**config.mk**
```make
export PLATFORM = sky130hd
export DESIGN_NAME = ca_prng_engine_flat
export DESIGN_NICKNAME = d
export VERILOG_FILES = /design/src/rtl/ca_prng_pkg.sv /design/src/rtl/ca_prng_engine_if.sv /design/src/rtl/ca_next_gen.sv /design/src/rtl/ca_prng_engine.sv /design/src/flat_wrapper.sv
export SDC_FILE = /design/constraint.sdc
export NUM_CORES = 1
export LEC_CHECK = 0
export ABC_AREA = 1
export BUFFER_PORTS_ARGS = -buffer_cell sky130_fd_sc_hd__buf_2
export CORE_AREA = 5 5 110 112
export CTS_CLUSTER_SIZE = 40
export DETAILED_ROUTE_END_ITERATION = 7
export DIE_AREA = 0 0 115 117
export HOLD_SLACK_MARGIN = 0.06
export PLACE_DENSITY = 0.92
export SYNTH_ARGS = -nofsm -noshare
export SYNTH_HDL_FRONTEND = slang
export SYNTH_HIERARCHICAL = 1
export SYNTH_SLANG_ARGS = --single-unit
```
**constraint.sdc**
```tcl
create_clock -name clk -period 3.33 [get_ports clk]
set_clock_uncertainty 0.15 [all_clocks]
set_input_delay 0.666 -clock clk [delete_from_list [all_inputs] [get_ports clk]]
set_output_delay 0.666 -clock clk [all_outputs]
set_load 0.01 [all_outputs]
```
**src/rtl/ca_prng_pkg.sv**
```systemverilog
// Shared types and constants for the cellular-automaton PRNG engine.
package ca_prng_pkg;

    typedef enum logic [1:0] {
        CA_IDLE   = 2'd0,
        CA_WARMUP = 2'd1,
        CA_RUN    = 2'd2
    } ca_fsm_t;

    localparam logic [7:0] RULE_30  = 8'd30;
    localparam logic [7:0] RULE_90  = 8'd90;
    localparam logic [7:0] RULE_150 = 8'd150;
    localparam logic [7:0] RULE_182 = 8'd182;

endpackage : ca_prng_pkg

```
**src/rtl/ca_prng_engine_if.sv**
```systemverilog
// Config/seed load port and valid/ready random-word stream of the CA PRNG.
interface ca_prng_engine_if #(
    parameter int unsigned N      = 32,
    parameter int unsigned SKIP_W = 4
);
    logic              load;
    logic [N-1:0]      seed_in;
    logic [7:0]        rule_in;
    logic              periodic_in;
    logic [SKIP_W-1:0] skip_in;
    logic              out_valid;
    logic              out_ready;
    logic [N-1:0]      data_out;
    logic              busy;
    logic              stuck;

    // Source/consumer side
    modport master (
        output load, seed_in, rule_in, periodic_in, skip_in, out_ready,
        input  out_valid, data_out, busy, stuck
    );

    // Engine side
    modport slave (
        input  load, seed_in, rule_in, periodic_in, skip_in, out_ready,
        output out_valid, data_out, busy, stuck
    );
endinterface : ca_prng_engine_if

```
**src/rtl/ca_next_gen.sv**
```systemverilog
// Combinational next generation of a 1-D elementary CA: next[i] = rule[{L,C,R}].
module ca_next_gen #(
    parameter int unsigned N = 32
) (
    input  logic [N-1:0] i_state,
    input  logic [7:0]   i_rule,
    input  logic         i_periodic,
    output logic [N-1:0] o_next
);

    for (genvar g = 0; g < N; g++) begin : g_cell
        logic w_l;
        logic w_r;

        // Edge cells wrap around or read 0 depending on boundary mode
        if (g == N - 1) begin : g_l_edge
            assign w_l = i_periodic & i_state[0];
        end else begin : g_l_in
            assign w_l = i_state[g + 1];
        end

        if (g == 0) begin : g_r_edge
            assign w_r = i_periodic & i_state[N - 1];
        end else begin : g_r_in
            assign w_r = i_state[g - 1];
        end

        assign o_next[g] = i_rule[{w_l, i_state[g], w_r}];
    end

endmodule : ca_next_gen

```
**src/rtl/ca_prng_engine.sv**
```systemverilog
// Cellular-automaton PRNG: load/warm-up/run FSM, decimation, stuck detection.
// Optional CA_PRNG_AUTO_RESEED_EN: reseed from rotated seed on a fixed point.
module ca_prng_engine
    import ca_prng_pkg::*;
#(
    parameter int unsigned N            = 32,
    parameter logic [7:0]  DEFAULT_RULE = RULE_182,
    parameter int unsigned WARMUP       = 32,
    parameter int unsigned SKIP_W       = 4
) (
    input  logic             clk,
    input  logic             reset_n,
    ca_prng_engine_if.slave  bus
);

    localparam int unsigned WC_W = $clog2(WARMUP + 2);

    ca_fsm_t           r_fsm;
    logic [N-1:0]      r_state;
    logic [7:0]        r_rule;
    logic              r_periodic;
    logic [SKIP_W-1:0] r_skip;
    logic [SKIP_W-1:0] r_cnt;
    logic [WC_W-1:0]   r_warm;
    logic [N-1:0]      r_data;
    logic              r_valid;
    logic              r_busy;
    logic              r_stuck;

    logic [N-1:0]      w_next;
    logic              w_fixed;
    logic              w_adv;

    ca_next_gen #(.N(N)) u_next_gen (
        .i_state    (r_state),
        .i_rule     (r_rule),
        .i_periodic (r_periodic),
        .o_next     (w_next)
    );

    assign w_fixed = (w_next == r_state);
    assign w_adv   = !r_valid || bus.out_ready;

`ifdef CA_PRNG_AUTO_RESEED_EN
    localparam int unsigned RS_W = $clog2(N);

    logic [N-1:0]     r_seed;
    logic [RS_W-1:0]  r_rs_cnt;
    logic [RS_W:0]    w_amt;
    logic [2*N-1:0]   w_dbl;
    logic [N-1:0]     w_reseed;
    logic [RS_W-1:0]  w_rs_inc;

    // Rotation amount runs 1..N; a rotate by N returns the seed itself
    assign w_amt    = {1'b0, r_rs_cnt} + (RS_W + 1)'(1);
    assign w_dbl    = {r_seed, r_seed} << w_amt;
    assign w_reseed = w_dbl[2*N-1:N];
    assign w_rs_inc = (r_rs_cnt == RS_W'(N - 1)) ? '0 : r_rs_cnt + RS_W'(1);
`endif

    // Main FSM, CA state, counters and registered outputs
    always_ff @(posedge clk) begin
        if (!reset_n) begin
            r_fsm      <= CA_IDLE;
            r_state    <= '0;
            r_rule     <= DEFAULT_RULE;
            r_periodic <= 1'b1;
            r_skip     <= '0;
            r_cnt      <= '0;
            r_warm     <= '0;
            r_data     <= '0;
            r_valid    <= 1'b0;
            r_busy     <= 1'b0;
            r_stuck    <= 1'b0;
`ifdef CA_PRNG_AUTO_RESEED_EN
            r_seed     <= '0;
            r_rs_cnt   <= '0;
`endif
        end else if (bus.load) begin
            r_state    <= bus.seed_in;
            r_rule     <= bus.rule_in;
            r_periodic <= bus.periodic_in;
            r_skip     <= bus.skip_in;
            r_cnt      <= '0;
            r_warm     <= WC_W'(WARMUP);
            r_valid    <= 1'b0;
            r_stuck    <= 1'b0;
`ifdef CA_PRNG_AUTO_RESEED_EN
            r_seed     <= bus.seed_in;
            r_rs_cnt   <= '0;
`endif
            if (WARMUP > 0) begin
                r_fsm  <= CA_WARMUP;
                r_busy <= 1'b1;
            end else begin
                r_fsm  <= CA_RUN;
                r_busy <= 1'b0;
            end
        end else begin
`ifdef CA_PRNG_AUTO_RESEED_EN
            r_stuck <= 1'b0;
`endif
            case (r_fsm)
                CA_WARMUP: begin
`ifdef CA_PRNG_AUTO_RESEED_EN
                    if (w_fixed) begin
                        r_state  <= w_reseed;
                        r_rs_cnt <= w_rs_inc;
                        r_stuck  <= 1'b1;
                    end else
`endif
                    begin
                        r_state <= w_next;
                        if (w_fixed) r_stuck <= 1'b1;
                        r_warm  <= r_warm - WC_W'(1);
                        if (r_warm == WC_W'(1)) begin
                            r_fsm  <= CA_RUN;
                            r_busy <= 1'b0;
                        end
                    end
                end
                CA_RUN: begin
                    // Under backpressure the held word and CA state stay frozen
                    if (w_adv) begin
`ifdef CA_PRNG_AUTO_RESEED_EN
                        if (w_fixed) begin
                            r_state  <= w_reseed;
                            r_rs_cnt <= w_rs_inc;
                            r_stuck  <= 1'b1;
                            r_valid  <= 1'b0;
                        end else
`endif
                        begin
                            r_state <= w_next;
                            if (w_fixed) r_stuck <= 1'b1;
                            if (r_cnt == r_skip) begin
                                r_data  <= w_next;
                                r_valid <= 1'b1;
                                r_cnt   <= '0;
                            end else begin
                                r_valid <= 1'b0;
                                r_cnt   <= r_cnt + SKIP_W'(1);
                            end
                        end
                    end
                end
                default: begin
                    r_valid <= 1'b0;
                end
            endcase
        end
    end

    assign bus.out_valid = r_valid;
    assign bus.data_out  = r_data;
    assign bus.busy      = r_busy;
    assign bus.stuck     = r_stuck;

endmodule : ca_prng_engine

```
**src/flat_wrapper.sv**
```systemverilog
// flat-port wrapper written by rule: the top's interface ports become plain ports
module ca_prng_engine_flat import ca_prng_pkg::*;
#(
    parameter int unsigned N            = 32,
    parameter logic [7:0]  DEFAULT_RULE = RULE_182,
    parameter int unsigned WARMUP       = 32,
    parameter int unsigned SKIP_W       = 4
)
  (clk, reset_n, bus_load, bus_seed_in, bus_rule_in, bus_periodic_in, bus_skip_in, bus_out_ready, bus_out_valid, bus_data_out, bus_busy, bus_stuck);
  ca_prng_engine_if #(.N(N), .SKIP_W(SKIP_W)) bus_i ();
  input  logic clk;
  input  logic reset_n;
  input wire logic [$bits(bus_i.load)-1:0] bus_load;
  input wire logic [$bits(bus_i.seed_in)-1:0] bus_seed_in;
  input wire logic [$bits(bus_i.rule_in)-1:0] bus_rule_in;
  input wire logic [$bits(bus_i.periodic_in)-1:0] bus_periodic_in;
  input wire logic [$bits(bus_i.skip_in)-1:0] bus_skip_in;
  input wire logic [$bits(bus_i.out_ready)-1:0] bus_out_ready;
  output wire logic [$bits(bus_i.out_valid)-1:0] bus_out_valid;
  output wire logic [$bits(bus_i.data_out)-1:0] bus_data_out;
  output wire logic [$bits(bus_i.busy)-1:0] bus_busy;
  output wire logic [$bits(bus_i.stuck)-1:0] bus_stuck;
  assign bus_i.load = bus_load;
  assign bus_i.seed_in = bus_seed_in;
  assign bus_i.rule_in = bus_rule_in;
  assign bus_i.periodic_in = bus_periodic_in;
  assign bus_i.skip_in = bus_skip_in;
  assign bus_i.out_ready = bus_out_ready;
  assign bus_out_valid = bus_i.out_valid;
  assign bus_data_out = bus_i.data_out;
  assign bus_busy = bus_i.busy;
  assign bus_stuck = bus_i.stuck;
  ca_prng_engine #(.N(N), .DEFAULT_RULE(DEFAULT_RULE), .WARMUP(WARMUP), .SKIP_W(SKIP_W)) u_core (.clk(clk), .reset_n(reset_n), .bus(bus_i));
endmodule
```
==> results.cfg, run 1 <==
[timing]
final-hold-violation-count = 0
unrepaired_setup_endpoints_after_global_routing = no
period_needed_ns = 2.32
worst-slew-pin-transition_ns = 0.666
final-max-slew-violation-count = 0
timing.final.crit_share_pct = 69.6
fmax_ghz = 0.431
report.final.setup_viol = 0
setup_tns_ns = 0
max_slew_margin_pct = 55.5

[synthesis]
synthArstFlopShare_pct = 0
netlist_area_um2 = 6860
synthesis.nets = 1234
yosysWarnings = 6
synth_cell_type_count = 29
synth_seq_area_share_pct = 26.6
synth_flop_cell = sky130_fd_sc_hd__dfxtp_1
post_synth.cell_area_avg_um2 = 5.80
synth-edff-count = 0
number_of_cells_produced_by_synthesis = 1182
register_bit_count_reported_by_yosys = 91

[cells_and_area]
finish.instance_area_um2 = 7200
antennaDiodeCount = 0
synthToLayoutAreaGrowth_pct = 4.92
layout_common_cells = sky130_fd_sc_hd__nand2_1 (563), sky130_fd_sc_hd__nand3_1 (160), sky130_fd_sc_hd__dfxtp_1 (91), sky130_fd_sc_hd__buf_2 (83), sky130_fd_sc_hd__a21oi_1 (61)
final_common_cell = sky130_fd_sc_hd__nand2_1
post-route-util_pct = 64.7
final_layout_size_suffix_gt1_share_pct = 14.5
nets = 1249

[detailed_routing]
detail_route.drc_violations = 0
detail_route.vias_per_cell = 5.73
ant_nets = 0
wire_per_inst_um = 14.3
dr_total_vias = 7711
drt_pre_antenna_iters = 6
wl_um = 19200
violation_count_after_the_first_detailed_route_iteration = 999

[floorplanning]
floorplan.io_pins = 84
design.core.area_um2 = 11100
die_w_um = 115
die-area_um2 = 13500
num_rows = 39
initial_core_util_pct = 61.7
fp.dieH_um = 117

[place]
globalplace.congestion = 0.887
hpwl_um = 12500
dpl_cell_area_um2 = 6890
port_buffers = 83

[critical_path]
setup_crit_start_kind = flop
slowest_stage = sky130_fd_sc_hd__inv_2
worstPathCellList = inv_2 -> nand2_1 -> nand3_1 -> nand2_1 -> nand2_1 -> nand2_1 -> inv_1 -> or2_2 -> nand3_1 -> nor2_1 -> nand2_1 -> nor2_1 -> nand2_1 -> a21oi_1
most_frequent_cp_cell = sky130_fd_sc_hd__nand2_1
worst-path-max-fanout = 30
criticalPathCategory = reg2reg
cp_top_family = simple AND/OR/NAND/NOR gates
critPathBufInv = 2
crit_path_end_kind = flop
critical_path_arrival_ns = 2.46
cp.required_ns = 3.47
cp_slowest_stage_delay_ns = 0.51

[clock_tree]
post-cts-setup-buffers = 0
cts_made_buffers = 9
clk_transition_reported_paths_ns = 0.07
cts_tree = yes
number_of_levels_in_the_clock_h_tree = 3
cts_sinks = 91
holdBufCountCts = 0
max-clock-path-buffers = 2
post_cts_resized = 0
cts_root_buf = sky130_fd_sc_hd__clkbuf_16
clk-insertion-delay-late_ns = 0.35

[global_route]
vias_in_the_first_global_route = 6921
global_route.peak_usage_layer = met2
globalRouteMet2Util_pct = 46.4
grt_util_met3_pct = 5.66
pin_count_of_the_biggest_net_entering_global_routing = 34
groute.usage.overall_pct = 28.6
grt_first_pass_wirelength_um = 31800
antenna_found_initial = 0
met1_usage_pct = 36.7
grt_remaining_overflow = 0

[power_and_ir_drop]
design_power_total_mw = 3.15
powerDensity_nw_per_um2 = 438
p_leak_nw = 3.37
ir_drop_mv = 0.505

[worst_hold_path]
worst_hold_path_type = reg2reg

[status]
run_status = finished clean

[job]
drv_cap = 0
## per-stage QoR
step                      std cells  hold slack [ns]  setup slack [ns]
after CTS                      1345            0.308              1.05
final                          1345            0.307              1.01
after floorplan                1182            0.298              1.56
after global placement         1329            0.302              1.06
after detailed placement       1329            0.297             0.998
after global routing           1345            0.329             0.673
## registers in the layout, summed over array words and instances (netlist names), 2 cells and up
register             count
u_core/r_state          32
u_core/r_warm            6
u_core/bus.data_out     32
u_core/r_cnt             4
u_core/r_fsm             2
u_core/r_skip            4
u_core/r_rule            8
## layout make-up
class                   count  area, µm²
multi-input cells         936       4170
fillers                  1043       3930
flip-flops and latches     91       1820
repair buffers             89        460
inverters                  70        265
clock buffers              13        260
well taps                 143        179
clock inverters             3       46.3
## logic make-up after synthesis
| group | count (synthesis) | share of synthesized area [%] |
|---|---|---|
| AOI/OAI and AO/OA | 115 | 8.74 |
| and+or+nand+nor | 788 | 47.6 |
| DFF | 91 | 26.6 |
| adders and majority gates | 3 | 0.547 |
| buffers and inverters | 155 | 12.7 |
| xor gates and xnor gates | 30 | 3.83 |
## path summary, 6_finish.rpt
check | start | endpoint | slack [ns] | cells after the start
min reg2reg | u_core/bus.stuck | u_core/bus.stuck | 0.31 | 2
max | u_core/r_rule[1] | u_core/bus.stuck | 1.01 | 14
min | u_core/bus.stuck | u_core/bus.stuck | 0.31 | 2
max reg2reg | u_core/r_rule[1] | u_core/bus.stuck | 1.01 | 14
## cell usage after synthesis (17+ instances only)
cell | count | area (µm²)
sky130_fd_sc_hd__nor2_1 | 32 | 120
sky130_fd_sc_hd__dfxtp_1 | 91 | 1820
sky130_fd_sc_hd__buf_2 | 22 | 110
sky130_fd_sc_hd__nand2_1 | 563 | 2110
sky130_fd_sc_hd__inv_1 | 25 | 93.8
sky130_fd_sc_hd__xnor2_1 | 26 | 228
sky130_fd_sc_hd__inv_2 | 43 | 161
sky130_fd_sc_hd__nand3_1 | 160 | 801
sky130_fd_sc_hd__o21ai_0 | 31 | 155
sky130_fd_sc_hd__a21oi_1 | 61 | 305
sky130_fd_sc_hd__buf_6 | 19 | 214
sky130_fd_sc_hd__buf_4 | 22 | 165
sky130_fd_sc_hd__a31oi_1 | 19 | 119
sky130_fd_sc_hd__clkbuf_1 | 17 | 63.8
## power breakdown
group | switching, mW | total, mW | leakage [nW] | internal [mW]
registers | 0.112 | 1.25 | 0.745 | 1.14
clock network | 0.433 | 1.06 | 0.146 | 0.625
logic | 0.553 | 0.847 | 2.48 | 0.293
total | 1.10 | 3.15 | 3.37 | 2.05
## worst min-delay path: stages, from the launching register on
cell	delay, ns
sky130_fd_sc_hd__dfxtp_1	0.31
sky130_fd_sc_hd__inv_1	0.05
sky130_fd_sc_hd__a21oi_1	0.05
## routing by layer
layer | share of wire (%) | up-vias
met5 | 0 | -
met4 | 3.4 | 0
met3 | 10 | 69
met2 | 46 | 439
met1 | 41 | 3444
li1 | - | 3759
No activity file was read; power rests on OpenSTA's default activity.
==> run 2: changes to the inputs <==
--- a/config.mk
+++ b/config.mk
@@ -7,12 +7,12 @@
 export LEC_CHECK = 0
 export ABC_AREA = 1
 export BUFFER_PORTS_ARGS = -buffer_cell sky130_fd_sc_hd__buf_2
-export CORE_AREA = 5 5 110 112
+export CORE_AREA = 5 5 119 121
 export CTS_CLUSTER_SIZE = 40
 export DETAILED_ROUTE_END_ITERATION = 7
-export DIE_AREA = 0 0 115 117
+export DIE_AREA = 0 0 124 126
 export HOLD_SLACK_MARGIN = 0.06
-export PLACE_DENSITY = 0.92
+export PLACE_DENSITY = 0.84
 export SYNTH_ARGS = -nofsm -noshare
 export SYNTH_HDL_FRONTEND = slang
 export SYNTH_HIERARCHICAL = 1
==> constraint.sdc (replaced) <==
create_clock -name clk -period 2 [get_ports clk]
set_clock_uncertainty 0.15 [all_clocks]
set_input_delay 0.4 -clock clk [delete_from_list [all_inputs] [get_ports clk]]
set_output_delay 0.4 -clock clk [all_outputs]
set_load 0.01 [all_outputs]
==> results.cfg, run 2 (synthesized netlist as in run 1, its figures left out) <==
[status]
run_status = finished clean

[timing]
timing.final.crit_share_pct = 98.1
report.final.setup_viol = 0
max_slew_margin_pct = 74.6
worst-slew-pin-transition_ns = 0.380
unrepaired_setup_endpoints_after_global_routing = yes
fmax_ghz = 0.510
final-hold-violation-count = 0
period_needed_ns = 1.96
final-max-slew-violation-count = 0
hold_ws_ns = 0.104

[detailed_routing]
ant_nets = 0
detail_route.drc_violations = 0
drt_pre_antenna_iters = 6
dr_total_vias = 8068
detail_route.vias_per_cell = 5.48
violation_count_after_the_first_detailed_route_iteration = 1197
wire_per_inst_um = 14.3
wl_um = 21000

[critical_path]
crit_path_end_kind = flop
cp.required_ns = 2.14
cp_slowest_stage_delay_ns = 0.32
most_frequent_cp_cell = sky130_fd_sc_hd__nand2_1
slowest_stage = sky130_fd_sc_hd__dfxtp_1
r2r_path_start = u_core/r_rule[2]
r2r_slack_ns = 0.04
worst-path-max-fanout = 25
r2r-end = u_core/bus.stuck
critical_path_arrival_ns = 2.10
setup_crit_start_kind = flop
r2r_cells = 14
cp_top_family = simple AND/OR/NAND/NOR gates
worstPathCellList = inv_2 -> buf_12 -> nand2_1 -> nand3_1 -> nand2_1 -> nand2_1 -> nand2_1 -> xnor2_1 -> nand3_1 -> nor2_2 -> nand2_1 -> nor2_1 -> nand2_1 -> a21oi_1
criticalPathCategory = reg2reg
critPathBufInv = 2

[global_route]
grt_first_pass_wirelength_um = 35000
grt_remaining_overflow = 0
vias_in_the_first_global_route = 7648
pin_count_of_the_biggest_net_entering_global_routing = 33
groute.usage.overall_pct = 27.1
antenna_found_initial = 0

[place]
hpwl_um = 14600
globalplace.congestion = 0.916
port_buffers = 83

[floorplanning]
design.core.area_um2 = 13000
die_w_um = 124
floorplan.io_pins = 84
fp.dieH_um = 126
die-area_um2 = 15600
initial_core_util_pct = 52.9
num_rows = 42

[power_and_ir_drop]
powerDensity_nw_per_um2 = 715
ir_drop_mv = 0.529
design_power_total_mw = 5.85
p_leak_nw = 3.93

[cells_and_area]
final_layout_size_suffix_gt1_share_pct = 21.8
antennaDiodeCount = 0
fillCellCount = 1160
register_area_um2 = 1840
synthToLayoutAreaGrowth_pct = 19.2
multiInputGateArea_um2 = 4170
nets = 1344
layout_common_cells = sky130_fd_sc_hd__nand2_1 (563), sky130_fd_sc_hd__nand3_1 (160), sky130_fd_sc_hd__buf_4 (86), sky130_fd_sc_hd__buf_2 (83), sky130_fd_sc_hd__dfxtp_1 (80)
final_common_cell = sky130_fd_sc_hd__nand2_1

[clock_tree]
number_of_levels_in_the_clock_h_tree = 3
cts_tree = yes
cts_sinks = 91
max-clock-path-buffers = 2
clk_transition_reported_paths_ns = 0.07
cts_root_buf = sky130_fd_sc_hd__clkbuf_16
cts_made_buffers = 9
clk-insertion-delay-late_ns = 0.35

[job]
drv_cap = 0

[worst_hold_path]
worst_hold_path_type = in2reg
min_delay_worst_endpoint = u_core/r_rule[1]
hold_start = bus_rule_in[1]
whs_path_depth = 3
[run 2: worst max path at each step]
stage | from | to | slack, ns | depth (start not counted)
after floorplan | u_core/r_state[17] | u_core/bus.stuck | 0.23 | 15
after global placement | u_core/r_rule[6] | u_core/bus.stuck | 0.03 | 14
after detailed placement | u_core/r_rule[6] | u_core/bus.stuck | -0.02 | 14
after CTS | u_core/r_rule[1] | u_core/bus.stuck | 0.03 | 14
after global routing | u_core/r_state[18] | u_core/bus.stuck | -0.14 | 13
final | u_core/r_rule[2] | u_core/bus.stuck | 0.04 | 14
[run 2: timing repair]
action,in CTS,in global routing
gates resized for setup,1,16
hold buffers,0,0
setup endpoints to repair,1,1
setup buffers,0,0
[run 2: per-stage QoR]
stage / TNS (ns) / setup WS (ns) / instance area, µm² / instances / utilization [%]
finish: 0 / 0.0383 / 8180 / 1472 / 63.0
global route: -0.144 / -0.144 / 8180 / 1472 / 63.0
CTS: 0 / 0.0277 / 8150 / 1472 / 62.8
detailed placement: -0.0188 / -0.0188 / 7810 / 1457 / 60.2
global placement: 0 / 0.0331 / 7810 / 1457 / 60.2
floorplan: 0 / 0.228 / 6860 / 1182 / -
[run 2: cell type report]
class	count	area share, %
timing repair buffer	184	16.4
inverter	70	3.30
clock buffer	9	2.75
sequential	91	22.4
tap	176	2.69
multi-input combinational	936	51.0
clock inverter	6	1.38
[run 2: power by group]
group / switching, mW / internal, mW
Sequential: 0.128 / 1.90
Clock: 0.760 / 1.22
Combinational: 1.06 / 0.789
[run 2: worst min-delay path, stage by stage]
cell and delay, ns:
sky130_fd_sc_hd__buf_2 0.07, sky130_fd_sc_hd__nand2_1 0.04, sky130_fd_sc_hd__nand3_1 0.06
[run 2: per-layer routing]
metal	vias up	track usage (%)	share of wire, %
met5	-	0	0
met4	0	11.3	3.4
met3	72	6.41	9.0
met2	417	43.6	46
met1	3626	34.6	42
li1	3953	-	-
